$ cat config.mk
export PLATFORM = sky130hd
export DESIGN_NAME = alu_issue_flat
export DESIGN_NICKNAME = d
export VERILOG_FILES = /design/src/rtl/alu_issue_if.sv /design/src/rtl/alu_issue.sv /design/src/flat_wrapper.sv
export SDC_FILE = /design/constraint.sdc
export NUM_CORES = 1
export LEC_CHECK = 0
export BUFFER_PORTS_ARGS = -buffer_cell sky130_fd_sc_hd__buf_2
export CORE_MARGIN = 4
export CORE_UTILIZATION = 50
export DETAILED_ROUTE_END_ITERATION = 16
export PLACE_DENSITY = 0.74
export REMOVE_ABC_BUFFERS = 1
export SLEW_MARGIN = 30
export SYNTH_ARGS = -nofsm -noshare
export SYNTH_HDL_FRONTEND = slang
export SYNTH_SLANG_ARGS = --single-unit
$ cat constraint.sdc
create_clock -name clock -period 2.1 [get_ports clock]
set_input_delay 0.42 -clock clock [delete_from_list [all_inputs] [get_ports clock]]
set_output_delay 0.42 -clock clock [all_outputs]
set_load 0.05 [all_outputs]
$ cat src/rtl/alu_issue_if.sv
// Handshake and ALU-side bundle for the alu_issue stage.
// The slave modport is the issue stage itself; the master modport is its environment.
interface alu_issue_if;
    logic        req_valid;
    logic        req_ready;
    logic [7:0]  req_a;
    logic [7:0]  req_b;
    logic [3:0]  req_cmd;

    logic [7:0]  alu_a;
    logic [7:0]  alu_b;
    logic [3:0]  alu_cmd;
    logic        alu_oe;
    logic [15:0] alu_d;

    logic        rsp_valid;
    logic        rsp_ready;
    logic [15:0] rsp_data;
    logic [3:0]  rsp_cmd;
    logic        rsp_err;

    modport slave (
        input  req_valid, req_a, req_b, req_cmd,
        output req_ready,
        output alu_a, alu_b, alu_cmd, alu_oe,
        input  alu_d,
        output rsp_valid, rsp_data, rsp_cmd, rsp_err,
        input  rsp_ready
    );

    modport master (
        output req_valid, req_a, req_b, req_cmd,
        input  req_ready,
        input  alu_a, alu_b, alu_cmd, alu_oe,
        output alu_d,
        input  rsp_valid, rsp_data, rsp_cmd, rsp_err,
        output rsp_ready
    );
endinterface

$ cat src/rtl/alu_issue.sv
// Request FIFO plus SETUP/EVAL/RESP sequencer in front of the 8-bit ALU;
// registers the ALU result and returns it over a backpressured handshake.
module alu_issue #(
    parameter int DEPTH = 4
) (
    input logic       clock,
    input logic       resetn,
    alu_issue_if.slave bus
);
    localparam int AW = (DEPTH > 1) ? $clog2(DEPTH) : 1;
    localparam logic [AW:0] FULL_COUNT = (AW + 1)'(DEPTH);
    localparam logic [3:0]  CMD_DIV    = 4'b0101;

    typedef enum logic [1:0] {
        IDLE  = 2'd0,
        SETUP = 2'd1,
        EVAL  = 2'd2,
        RESP  = 2'd3
    } state_t;

    typedef struct packed {
        logic [7:0] a;
        logic [7:0] b;
        logic [3:0] cmd;
    } entry_t;

    entry_t        mem_q [DEPTH];
    logic [AW-1:0] wptr_q, rptr_q;
    logic [AW:0]   count_q, count_d;
    state_t        state_q, state_d;
    entry_t        op_q;
    logic          alu_oe_q;
    logic          rsp_valid_q;
    logic [15:0]   rsp_data_q;
    logic [3:0]    rsp_cmd_q;
    logic          rsp_err_q;

    logic push, pop, capture;

    assign bus.req_ready = (count_q != FULL_COUNT);
    assign push          = bus.req_valid && bus.req_ready;

    // A full FIFO refuses a push even when a pop frees a slot on the same edge.
    always_comb begin
        count_d = count_q;
        case ({push, pop})
            2'b10:   count_d = count_q + 1'b1;
            2'b01:   count_d = count_q - 1'b1;
            default: count_d = count_q;
        endcase
    end

    always_comb begin
        state_d = state_q;
        pop     = 1'b0;
        capture = 1'b0;
        case (state_q)
            IDLE: begin
                if (count_q != '0) begin
                    pop     = 1'b1;
                    state_d = SETUP;
                end
            end
            SETUP: state_d = EVAL;
            EVAL: begin
                capture = 1'b1;
                state_d = RESP;
            end
            RESP: begin
                if (bus.rsp_ready) begin
                    if (count_q != '0) begin
                        pop     = 1'b1;
                        state_d = SETUP;
                    end else begin
                        state_d = IDLE;
                    end
                end
            end
            default: state_d = IDLE;
        endcase
    end

    always_ff @(posedge clock) begin
        if (push) begin
            mem_q[wptr_q] <= '{a: bus.req_a, b: bus.req_b, cmd: bus.req_cmd};
        end
    end

    // Enable and valid are registered off the next state so both are glitch-free.
    always_ff @(posedge clock or negedge resetn) begin
        if (!resetn) begin
            state_q     <= IDLE;
            count_q     <= '0;
            wptr_q      <= '0;
            rptr_q      <= '0;
            op_q        <= '0;
            alu_oe_q    <= 1'b0;
            rsp_valid_q <= 1'b0;
            rsp_data_q  <= '0;
            rsp_cmd_q   <= '0;
            rsp_err_q   <= 1'b0;
        end else begin
            state_q     <= state_d;
            count_q     <= count_d;
            alu_oe_q    <= (state_d == EVAL);
            rsp_valid_q <= (state_d == RESP);
            if (push) begin
                wptr_q <= wptr_q + AW'(1);
            end
            if (pop) begin
                rptr_q <= rptr_q + AW'(1);
                op_q   <= mem_q[rptr_q];
            end
            if (capture) begin
                rsp_data_q <= bus.alu_d;
                rsp_cmd_q  <= op_q.cmd;
                rsp_err_q  <= (op_q.cmd == CMD_DIV) && (op_q.b == 8'h00);
            end
        end
    end

    assign bus.alu_a     = op_q.a;
    assign bus.alu_b     = op_q.b;
    assign bus.alu_cmd   = op_q.cmd;
    assign bus.alu_oe    = alu_oe_q;
    assign bus.rsp_valid = rsp_valid_q;
    assign bus.rsp_data  = rsp_data_q;
    assign bus.rsp_cmd   = rsp_cmd_q;
    assign bus.rsp_err   = rsp_err_q;
endmodule
$ cat src/flat_wrapper.sv
// flat-port wrapper written by rule: the top's interface ports become plain ports
module alu_issue_flat 
#(
    parameter int DEPTH = 4
)
  (clock, resetn, bus_req_valid, bus_req_a, bus_req_b, bus_req_cmd, bus_req_ready, bus_alu_a, bus_alu_b, bus_alu_cmd, bus_alu_oe, bus_alu_d, bus_rsp_valid, bus_rsp_data, bus_rsp_cmd, bus_rsp_err, bus_rsp_ready);
  alu_issue_if bus_i ();
  input logic clock;
  input logic resetn;
  input wire logic [$bits(bus_i.req_valid)-1:0] bus_req_valid;
  input wire logic [$bits(bus_i.req_a)-1:0] bus_req_a;
  input wire logic [$bits(bus_i.req_b)-1:0] bus_req_b;
  input wire logic [$bits(bus_i.req_cmd)-1:0] bus_req_cmd;
  output wire logic [$bits(bus_i.req_ready)-1:0] bus_req_ready;
  output wire logic [$bits(bus_i.alu_a)-1:0] bus_alu_a;
  output wire logic [$bits(bus_i.alu_b)-1:0] bus_alu_b;
  output wire logic [$bits(bus_i.alu_cmd)-1:0] bus_alu_cmd;
  output wire logic [$bits(bus_i.alu_oe)-1:0] bus_alu_oe;
  input wire logic [$bits(bus_i.alu_d)-1:0] bus_alu_d;
  output wire logic [$bits(bus_i.rsp_valid)-1:0] bus_rsp_valid;
  output wire logic [$bits(bus_i.rsp_data)-1:0] bus_rsp_data;
  output wire logic [$bits(bus_i.rsp_cmd)-1:0] bus_rsp_cmd;
  output wire logic [$bits(bus_i.rsp_err)-1:0] bus_rsp_err;
  input wire logic [$bits(bus_i.rsp_ready)-1:0] bus_rsp_ready;
  assign bus_i.req_valid = bus_req_valid;
  assign bus_i.req_a = bus_req_a;
  assign bus_i.req_b = bus_req_b;
  assign bus_i.req_cmd = bus_req_cmd;
  assign bus_req_ready = bus_i.req_ready;
  assign bus_alu_a = bus_i.alu_a;
  assign bus_alu_b = bus_i.alu_b;
  assign bus_alu_cmd = bus_i.alu_cmd;
  assign bus_alu_oe = bus_i.alu_oe;
  assign bus_i.alu_d = bus_alu_d;
  assign bus_rsp_valid = bus_i.rsp_valid;
  assign bus_rsp_data = bus_i.rsp_data;
  assign bus_rsp_cmd = bus_i.rsp_cmd;
  assign bus_rsp_err = bus_i.rsp_err;
  assign bus_i.rsp_ready = bus_rsp_ready;
  alu_issue #(.DEPTH(DEPTH)) u_core (.clock(clock), .resetn(resetn), .bus(bus_i));
endmodule
==> results of run 1 <==
[report_power, final]
group | switching (uW) | internal, uW
combinational | 3000 | 1810
clock | 1050 | 2030
sequential | 357 | 3640
[synthesized netlist by cell type]
library cell and instances:
mux4_2 20, buf_4 2, o311a_1 1, or4b_1 1, inv_1 9, o32a_1 1, nand4_1 1, nor3_4 1
clkbuf_1 2, nor3_1 1, edfxtp_1 80, nor3_2 1, o21ai_0 2, a21boi_0 1, mux2_2 40, and2_4 1
a2111oi_0 2, nor2b_1 1, nor4_1 1, or3b_4 1, nand2_1 1, nor4b_1 3, buf_2 2, o31a_1 1
dfrtp_1 52, xor2_1 4, mux2_4 1, ha_1 10, fa_1 1, buf_1 1, xnor2_1 2, buf_6 2
nor2_1 1, and3_2 4, a21oi_1 3
[state kept, by name (all words and copies together) (netlist names)]
name	flops
u_core.state_q	2
u_core.bus.rsp_valid	1
u_core.bus.alu_a	8
u_core.bus.rsp_err	1
u_core.mem_q	80
u_core.wptr_q	2
u_core.bus.rsp_cmd	4
u_core.count_q	3
u_core.bus.alu_cmd	4
u_core.bus.alu_b	8
u_core.rptr_q	2
u_core.bus.alu_oe	1
u_core.bus.rsp_data	16
[cell type report]
class,count,share of cell area
clock buffers,17,0.0639
inverters,9,0.00521
well taps,133,0.0257
flip-flops and latches,132,0.572
repair buffers,101,0.0883
clock inverters,15,0.0328
multi-input cells,107,0.212
[logic make-up (layout without fill, tap and decap cells)]
group | count (synthesis) | after routing | share of synthesized area
AOI/OAI and AO/OA | 11 | 11 | 0.0154
xor gates and xnor gates | 6 | 6 | 0.0102
adders and majority gates | 11 | 11 | 0.0283
buffers and inverters | 18 | 142 | 0.0180
DFF | 132 | 132 | 0.722
muxes | 61 | 61 | 0.178
and+or+nand+nor | 18 | 18 | 0.0280
[placed cells by master (no fill, tap or decap), types with 2 or more instances in the layout]
| cell type | instances |
|---|---|
| nor3_4 | 2 |
| bufinv_16 | 5 |
| xnor2_1 | 2 |
| ha_1 | 7 |
| inv_2 | 2 |
| nor4b_1 | 3 |
| buf_2 | 82 |
| dfrtp_1 | 52 |
| a2111oi_0 | 2 |
| buf_4 | 16 |
| a21oi_1 | 2 |
| mux4_2 | 20 |
| clkinvlp_4 | 3 |
| and3_2 | 4 |
| clkinv_2 | 3 |
| inv_1 | 7 |
| o21ai_0 | 2 |
| clkbuf_16 | 16 |
| clkinv_4 | 2 |
| ha_4 | 2 |
| edfxtp_1 | 80 |
| mux2_2 | 40 |
| clkinv_1 | 2 |
| xor2_1 | 4 |
[per-layer routing]
layer | track usage | part of all wire | wire length, um
met5 | 0 | 0 | 0
met4 | 0.0668 | 0.014 | 129
met3 | 0.0746 | 0.087 | 804
met1 | 0.210 | 0.41 | 3750
met2 | 0.268 | 0.49 | 4560
[metrics by stage]
stage | setup slack [ns] | area, um^2 | hold slack, ns
2_1_floorplan | -0.554 | 5070 | 0.124
3_3_place_gp | 0.0491 | 5770 | 0.273
3_5_place_dp | -0.0668 | 5770 | 0.274
4_1_cts | 0.0120 | 6460 | 0.0862
5_1_grt | -0.0412 | 6480 | 0.0964
6_report | 0.0225 | 6480 | 0.117
[worst paths after layout]
| check | from | endpoint | slack (ns) | cells after the start |
|---|---|---|---|---|
| max | u_core.count_q[0] | u_core.count_q[2] | 0.02 | 9 |
| min | bus_req_a[6] | u_core.mem_q[3][18] | 0.12 | 1 |
| max reg2reg | u_core.count_q[0] | u_core.count_q[2] | 0.02 | 9 |
| min reg2reg | u_core.bus.rsp_data[4] | u_core.bus.rsp_data[4] | 0.50 | 1 |
| max in group asynchronous | resetn | u_core.bus.alu_b[2] | 1.29 | 3 |
| min in group asynchronous | resetn | u_core.state_q[1] | 0.28 | 2 |
[what timing repair did]
item	4_1_cts	5_1_grt
setup endpoints to repair	2	3
setup buffers	3	0
pin swaps	3	3
hold endpoints to repair	33	0
resized for setup	5	6
hold buffers	1	0
==> key figures, run 1 <==
Status
  – Status: finished clean

Clock network
  – Worst skew pair latency: 0.51 ns
  – Clk slew on worst S/H paths: 0.06 ns
  – CTS Buf Count: 17
  – Clk buf depth: 2
  – CTS tree: yes
  – H-tree depth: 4
  – CTS root buf: clkbuf_8
  – TritonCTS Sinks: 132

Layout
  – Register area: 3700 um^2
  – Total Nets Final: 419
  – Final non-filler cell total: 514
  – Ant. Diodes: 0
  – Synth-to-Final Area Change: 26.2%
  – Finished Core Util: 0.657
  – Fill cells: 676
  – Share of cells above drive strength 1: 0.541
  – Multi-input logic area: 1380 um^2

Route
  – ANT nets after route: 0
  – First DRT Iteration DRCs: 140
  – DRC violations left: 0
  – TritonRoute pass-1 iters: 4
  – Drt via density: 5.20
  – Vias post-DR: 2673
  – Routed WL: 9240 um
  – WL/cell: 18.0 um

Worst setup path
  – Crit path kind: reg2reg
  – Critical Path End Type: register
  – Critical Path Start Type: register
  – Critical Path RT: 2.53 ns
  – WP buf/inv: 2
  – Crit path max-delay family: simple AND/OR/NAND/NOR gates
  – Crit path max-delay cell type: or3b_4
  – WP data arrival: 2.51 ns
  – Slowest stage delay, CP: 0.41 ns
  – CP Cell Sequence: or3b_4 -> and2_4 -> inv_1 -> ha_2 -> inv_1 -> fa_2 -> xor2_1 -> nor2_1 -> xor2_1
  – Critical path peak fanout: 2

STA
  – Tcrit/Tclk final: 0.989
  – Slew HR: 0.614
  – Final setup vio count: 0
  – Slew @ Worst Pin: 0.564 ns
  – Setup tns final: 0 ns
  – Unrepaired setup endpoints after global routing: yes
  – Number of max-slew violations in the final report: 0
  – Final Hold Vio Count: 0
  – Peak Freq: 0.481 GHz
  – Post-Route Skew: 0.00809 ns
  – Fin crit period: 2.08 ns

Die
  – Die Span Y: 109 um
  – Initial Utilization: 0.520
  – Die area: 11900 um^2
  – Core area: 9860 um^2
  – Io pins: 84
  – Die W: 109 um
  – Site Rows: 36

Yosys
  – Synth Instances: 257
  – YS warnings: 0
  – Area contributors post-synth: edfxtp_1 47%, dfrtp_1 25%, mux2_2 8.8%
  – Syn Area/Cell: 20.0 um^2
  – Yosys top cell area share: 0.468
  – Seq/Total Area, Yosys: 0.722
  – Post-synthesis register bit count: 132
  – Cell Area, Synth: 5130 um^2
  – Synth cell types: 35
  – Cell taking the most area after synthesis: edfxtp_1

GRT
  – Pin count of the biggest net entering global routing: 29
  – Total GRT Usage: 0.171
  – Vias in the first global route: 2765
  – First-pass GRT wire length: 14500 um
  – Initial antenna violation count: 0
  – Remaining global-route overflow: 0

Min path
  – HP Class: in2reg

Power and ir drop
  – PwrDens: 1840 nW/um^2
  – Final Power: 11900 uW
  – Max VDD drop: 951 uV
  – Leakage: 0.00257 uW

Place
  – DP HPWL: 5850 um
  – IO buf count: 83
  – Placed insts: 478
  – Gpl congestion: 0.770

Run
  – Max-Cap Viols: 0
Power figures use the tool's default switching activity.
==> inputs of run 2 (changes only) <==
--- a/config.mk
+++ b/config.mk
@@ -7,9 +7,9 @@
 export LEC_CHECK = 0
 export BUFFER_PORTS_ARGS = -buffer_cell sky130_fd_sc_hd__buf_2
 export CORE_MARGIN = 4
-export CORE_UTILIZATION = 50
+export CORE_UTILIZATION = 28
 export DETAILED_ROUTE_END_ITERATION = 16
-export PLACE_DENSITY = 0.74
+export PLACE_DENSITY = 0.46
 export REMOVE_ABC_BUFFERS = 1
 export SLEW_MARGIN = 30
 export SYNTH_ARGS = -nofsm -noshare
==> run 2 against run 1 <==
Compared with the run above:
- global-route usage is 6.7 points lower
- largest power group unchanged
- sequential cell count stayed put
- largest cell class unchanged
- via count up 0.41%
- clock-buffer cell count up 1
==> key figures, run 2 (synthesis gave the netlist of run 1 again) <==
Status
  – Status: finished clean

Route
  – TritonRoute pass-1 iters: 4
  – WL/cell: 16.5 um
  – Drt via density: 4.35
  – ANT nets after route: 0
  – DRC violations left: 0
  – Vias post-DR: 2684
  – Routed WL: 10200 um
  – First DRT Iteration DRCs: 75

Die
  – Initial Utilization: 0.285
  – Site Rows: 49
  – Die W: 143 um
  – Die Span Y: 143 um
  – Io pins: 84
  – Core area: 18000 um^2
  – Die area: 20600 um^2

Clock network
  – Worst skew pair latency: 0.41 ns
  – H-tree depth: 4
  – CTS root buf: clkbuf_16
  – Clk buf depth: 2
  – TritonCTS Sinks: 132
  – CTS tree: yes
  – CTS Buf Count: 17
  – Clk slew on worst S/H paths: 0.06 ns

GRT
  – First-pass GRT wire length: 15600 um
  – Most used routing layer: met2
  – Vias in the first global route: 2750
  – Initial antenna violation count: 0
  – Total GRT Usage: 0.104
  – Met2 usage: 0.159
  – Pin count of the biggest net entering global routing: 29
  – Remaining global-route overflow: 0
  – Met3 Use GR: 0.0463
  – GR Layer Usage met1: 0.130

Place
  – IO buf count: 83
  – DP HPWL: 6530 um
  – Gpl congestion: 0.728

STA
  – Fin crit period: 2.00 ns
  – Slew @ Worst Pin: 0.611 ns
  – Final Hold Vio Count: 0
  – Tcrit/Tclk final: 0.952
  – Setup tns final: 0 ns
  – Unrepaired setup endpoints after global routing: yes
  – Post-Route Skew: 0.00848 ns
  – Slew HR: 0.582
  – Final setup vio count: 0
  – Peak Freq: 0.500 GHz
  – Number of max-slew violations in the final report: 0

Power and ir drop
  – Final Power: 11700 uW
  – Max VDD drop: 803 uV
  – Leakage: 0.00256 uW
  – PwrDens: 1770 nW/um^2

Worst setup path
  – Crit path kind: reg2reg
  – Critical Path RT: 2.43 ns
  – Critical path peak fanout: 3
  – Critical Path End Type: register
  – Worst R2R Setup Slack: 0.10 ns
  – Critical Path Start Type: register
  – Worst-case reg-to-reg path depth: 9
  – WP data arrival: 2.33 ns

Layout
  – Commonest non-fill, non-tap cell in the layout: buf_2
  – Most frequent cells in the layout: 83 x buf_2, 80 x edfxtp_1, 52 x dfrtp_1
  – Total Nets Final: 426
  – Share of cells above drive strength 1: 0.549
  – Max reg flops: 80
  – Ant. Diodes: 0
  – Synth-to-Final Area Change: 28.3%
  – Largest Register: u_core.mem_q
  – Finished Core Util: 0.365

Min path
  – Hold Path Depth: 1
  – HP Class: in2reg

Run
  – Max-Cap Viols: 0
[run 2: cell types whose count changed in the layout (fill, tap and decap cells not counted), sizes merged]
| cell | previous run | this run |
|---|---|---|
| bufinv | 5 | 2 |
| buf | 100 | 107 |
| clkbuf | 17 | 18 |
| clkinvlp | 3 | 6 |
| clkinv | 7 | 6 |
[run 2: final cells by class]
type                       instances  area (um^2)
sequential                       132         3700
tap                              229          287
inverter                           9         33.8
clock inverter                    14          139
multi-input combinational        107         1360
fill                            1737        11400
clock buffer                      18          429
timing repair buffer             108          631
[run 2: power breakdown]
part	leakage, uW	internal [uW]	switching, uW
sequential	0.00135	3640	361
clock	0.000257	1730	1060
combinational	0.000956	1870	3010
[run 2: worst max-delay path, stage by stage, from the launching register on]
cell	delay, ns
dfrtp_1	0.38
or3b_4	0.40
and2_4	0.16
inv_2	0.04
ha_2	0.17
inv_2	0.04
fa_2	0.32
xor2_1	0.14
nor2_1	0.11
xor2_1	0.16
[run 2: final timing paths]
path                                        from                    end
min in group asynchronous                 resetn      u_core.state_q[1]
max                            u_core.count_q[0]      u_core.count_q[2]
min reg2reg                u_core.bus.rsp_cmd[2]  u_core.bus.rsp_cmd[2]
max in group asynchronous                 resetn    u_core.bus.alu_a[4]
min                                 bus_req_a[7]    u_core.mem_q[3][19]
max reg2reg                    u_core.count_q[0]      u_core.count_q[2]
[run 2: through the flow]
stage                     cells  area (um^2)  worst slack [ns]  hold WS [ns]
final                       617         6580             0.100         0.219
after global routing        617         6580           -0.0123         0.202
after CTS                   614         6550            0.0205         0.196
after detailed placement    578         5940           -0.0181         0.351
after global placement      578         5940            0.0274         0.350
after floorplan             248         5070            -0.554         0.124
[run 2: repair_timing]
item,4_1_cts,5_1_grt
endpoints found under the hold margin,11,0
buffers inserted,3,3
setup endpoints to repair,1,2
gates resized for setup,3,6
hold buffers,1,0
pin swaps,2,4
[run 2: layer usage]
layer	vias to the layer above	wire, um
li1	1234	-
met1	1351	4390
met2	87	4720
met3	12	950
met4	0	132
met5	-	0
==> inputs of run 3 (changes only) <==
--- a/config.mk
+++ b/config.mk
@@ -11,6 +11,7 @@
 export DETAILED_ROUTE_END_ITERATION = 16
 export PLACE_DENSITY = 0.46
 export REMOVE_ABC_BUFFERS = 1
+export SETUP_SLACK_MARGIN = 0.15
 export SLEW_MARGIN = 30
 export SYNTH_ARGS = -nofsm -noshare
 export SYNTH_HDL_FRONTEND = slang
==> run 3 against run 2 <==
Compared with the run above:
- total power up 0.81%
- utilization rose by 0.22 points
- combinational power is 2% higher
- hold slack hardly changed
- critical path type unchanged
- first-iteration DRC count is 1.3% higher
- via count rose by 0.19%
- non-clock buffer count up 2
- setup slack got worse by 0.0050 ns
- register-to-register slack hardly changed
- cell area is 0.59% higher
==> key figures, run 3 (synthesis gave the netlist of run 1 again) <==
Status
  – Status: finished clean

Place
  – Gpl congestion: 0.728
  – IO buf count: 83
  – Placed insts: 578
  – Dpl ws: -0.0181 ns
  – DP HPWL: 6530 um

Worst setup path
  – Critical Path Start Type: register
  – Critical path peak fanout: 2
  – WP data arrival: 2.33 ns
  – Crit path max-delay cell type: or3b_4
  – R2R Path End: u_core.count_q[2]
  – Worst Setup SP: u_core.count_q[0]
  – Crit path kind: reg2reg
  – Worst-case reg-to-reg path depth: 9
  – Slowest stage delay, CP: 0.41 ns
  – Worst R2R Setup Slack: 0.1 ns
  – CP Cell Sequence: or3b_4 -> and2_4 -> inv_2 -> ha_2 -> inv_2 -> fa_2 -> xor2_1 -> nor2_1 -> xor2_1
  – Setup crit end: u_core.count_q[2]
  – Critical Path RT: 2.43 ns
  – Critical Path End Type: register
  – R2R Path Start: u_core.count_q[0]

Clock network
  – CTS root buf: clkbuf_16
  – Worst skew pair latency: 0.41 ns
  – CTS Buf Count: 17
  – Clk slew on worst S/H paths: 0.06 ns
  – TritonCTS Sinks: 132
  – H-tree depth: 4
  – Clk buf depth: 2
  – CTS tree: yes

Power and ir drop
  – Max VDD drop: 803 uV
  – PwrDens: 1780 nW/um^2
  – Leakage: 0.00258 uW

STA
  – Slew @ Worst Pin: 0.613 ns
  – Slew HR: 0.581
  – Setup slack after layout: 0.0952 ns
  – Unrepaired setup endpoints after global routing: yes
  – Post-Route Skew: 0.00848 ns
  – Peak Freq: 0.499 GHz
  – Final Hold Vio Count: 0
  – Fin crit period: 2.00 ns
  – Number of max-slew violations in the final report: 0
  – Final setup vio count: 0
  – Tcrit/Tclk final: 0.955
  – Fin Hold WS: 0.219 ns

Route
  – DRC violations left: 0
  – Vias post-DR: 2689
  – TritonRoute pass-1 iters: 4
  – First DRT Iteration DRCs: 76
  – ANT nets after route: 0
  – WL/cell: 16.5 um
  – Routed WL: 10200 um
  – Drt via density: 4.34

Layout
  – Max reg flops: 80
  – Largest Register: u_core.mem_q
  – Synth-to-Final Area Change: 29.0%
  – Ant. Diodes: 0
  – Total Nets Final: 428
  – Commonest non-fill, non-tap cell in the layout: buf_2
  – Fill cells: 1733
  – Register area: 3700 um^2
  – Final non-filler cell total: 619
  – Finished Core Util: 0.367
  – Most frequent cells in the layout: 82 x buf_2, 80 x edfxtp_1, 52 x dfrtp_1
  – Multi-input logic area: 1370 um^2
  – Share of cells above drive strength 1: 0.551

GRT
  – Remaining global-route overflow: 0
  – Initial antenna violation count: 0
  – Pin count of the biggest net entering global routing: 29
  – First-pass GRT wire length: 15700 um
  – Total GRT Usage: 0.104
  – Vias in the first global route: 2759

Die
  – Site Rows: 49
  – Die Span Y: 143 um
  – Die W: 143 um
  – Core area: 18000 um^2
  – Initial Utilization: 0.285
  – Die area: 20600 um^2
  – Io pins: 84

Min path
  – HP Class: in2reg

Run
  – Max-Cap Viols: 0
-- run 3: cell types whose count changed in the layout (fill, tap and decap cells not counted), sizes merged --
cell,change
buf,+2
-- run 3: worst min-delay path by stage --
| stage | from | end | slack [ns] | cells after the start |
|---|---|---|---|---|
| 3_3_place_gp | resetn | u_core.bus.rsp_data[7] | 0.35 | 1 |
| 6_report | bus_req_a[7] | u_core.mem_q[3][19] | 0.22 | 1 |
| 2_1_floorplan | resetn | u_core.bus.alu_a[0] | 0.12 | 0 |
| 4_1_cts | bus_req_a[7] | u_core.mem_q[0][19] | 0.20 | 1 |
| 3_5_place_dp | resetn | u_core.bus.rsp_data[7] | 0.35 | 1 |
| 5_1_grt | bus_req_a[7] | u_core.mem_q[2][19] | 0.20 | 1 |
-- run 3: layout make-up --
type	count	share of cell area
Clock buffer	18	0.0648
Clock inverter	14	0.0210
Inverter	9	0.00510
Multi-Input combinational cell	107	0.207
Sequential cell	132	0.559
Tap cell	229	0.0433
Timing Repair Buffer	110	0.0990
-- run 3: power by group --
part	leakage, uW	switching, uW	internal, uW
Combinational	0.000975	3040	1930
Clock	0.000257	1070	1730
Sequential	0.00135	361	3640
-- run 3: layer usage --
| layer | up-vias | share of wire | GRT usage |
|---|---|---|---|
| met4 | 0 | 0.013 | 0.0401 |
| met3 | 12 | 0.094 | 0.0463 |
| met5 | - | 0 | 0 |
| li1 | 1236 | - | - |
| met2 | 91 | 0.46 | 0.160 |
| met1 | 1350 | 0.43 | 0.130 |
-- run 3: through the flow --
step | power, uW | area [um^2] | TNS (ns)
after floorplan | 7490 | 5070 | -0.963
after global placement | 8840 | 5940 | 0
after detailed placement | 8900 | 5940 | -0.0181
after CTS | 11900 | 6590 | 0
after global routing | 12500 | 6620 | -0.00386
final | 11800 | 6620 | 0
-- run 3: timing repair --
item	4_1_cts	5_1_grt
setup endpoints to repair	3	3
buffers inserted	6	2
hold endpoints to repair	11	0
gates resized for setup	6	9
hold buffers	1	0
pin swaps	4	4
-- run 3: critical path, delay by kind of cell (launching register included) --
family | cells | cell delay (ns)
xor gates and xnor gates | 2 | 0.30
adders and majority gates | 2 | 0.49
buffers and inverters | 2 | 0.08
DFF | 1 | 0.38
and+or+nand+nor | 3 | 0.67
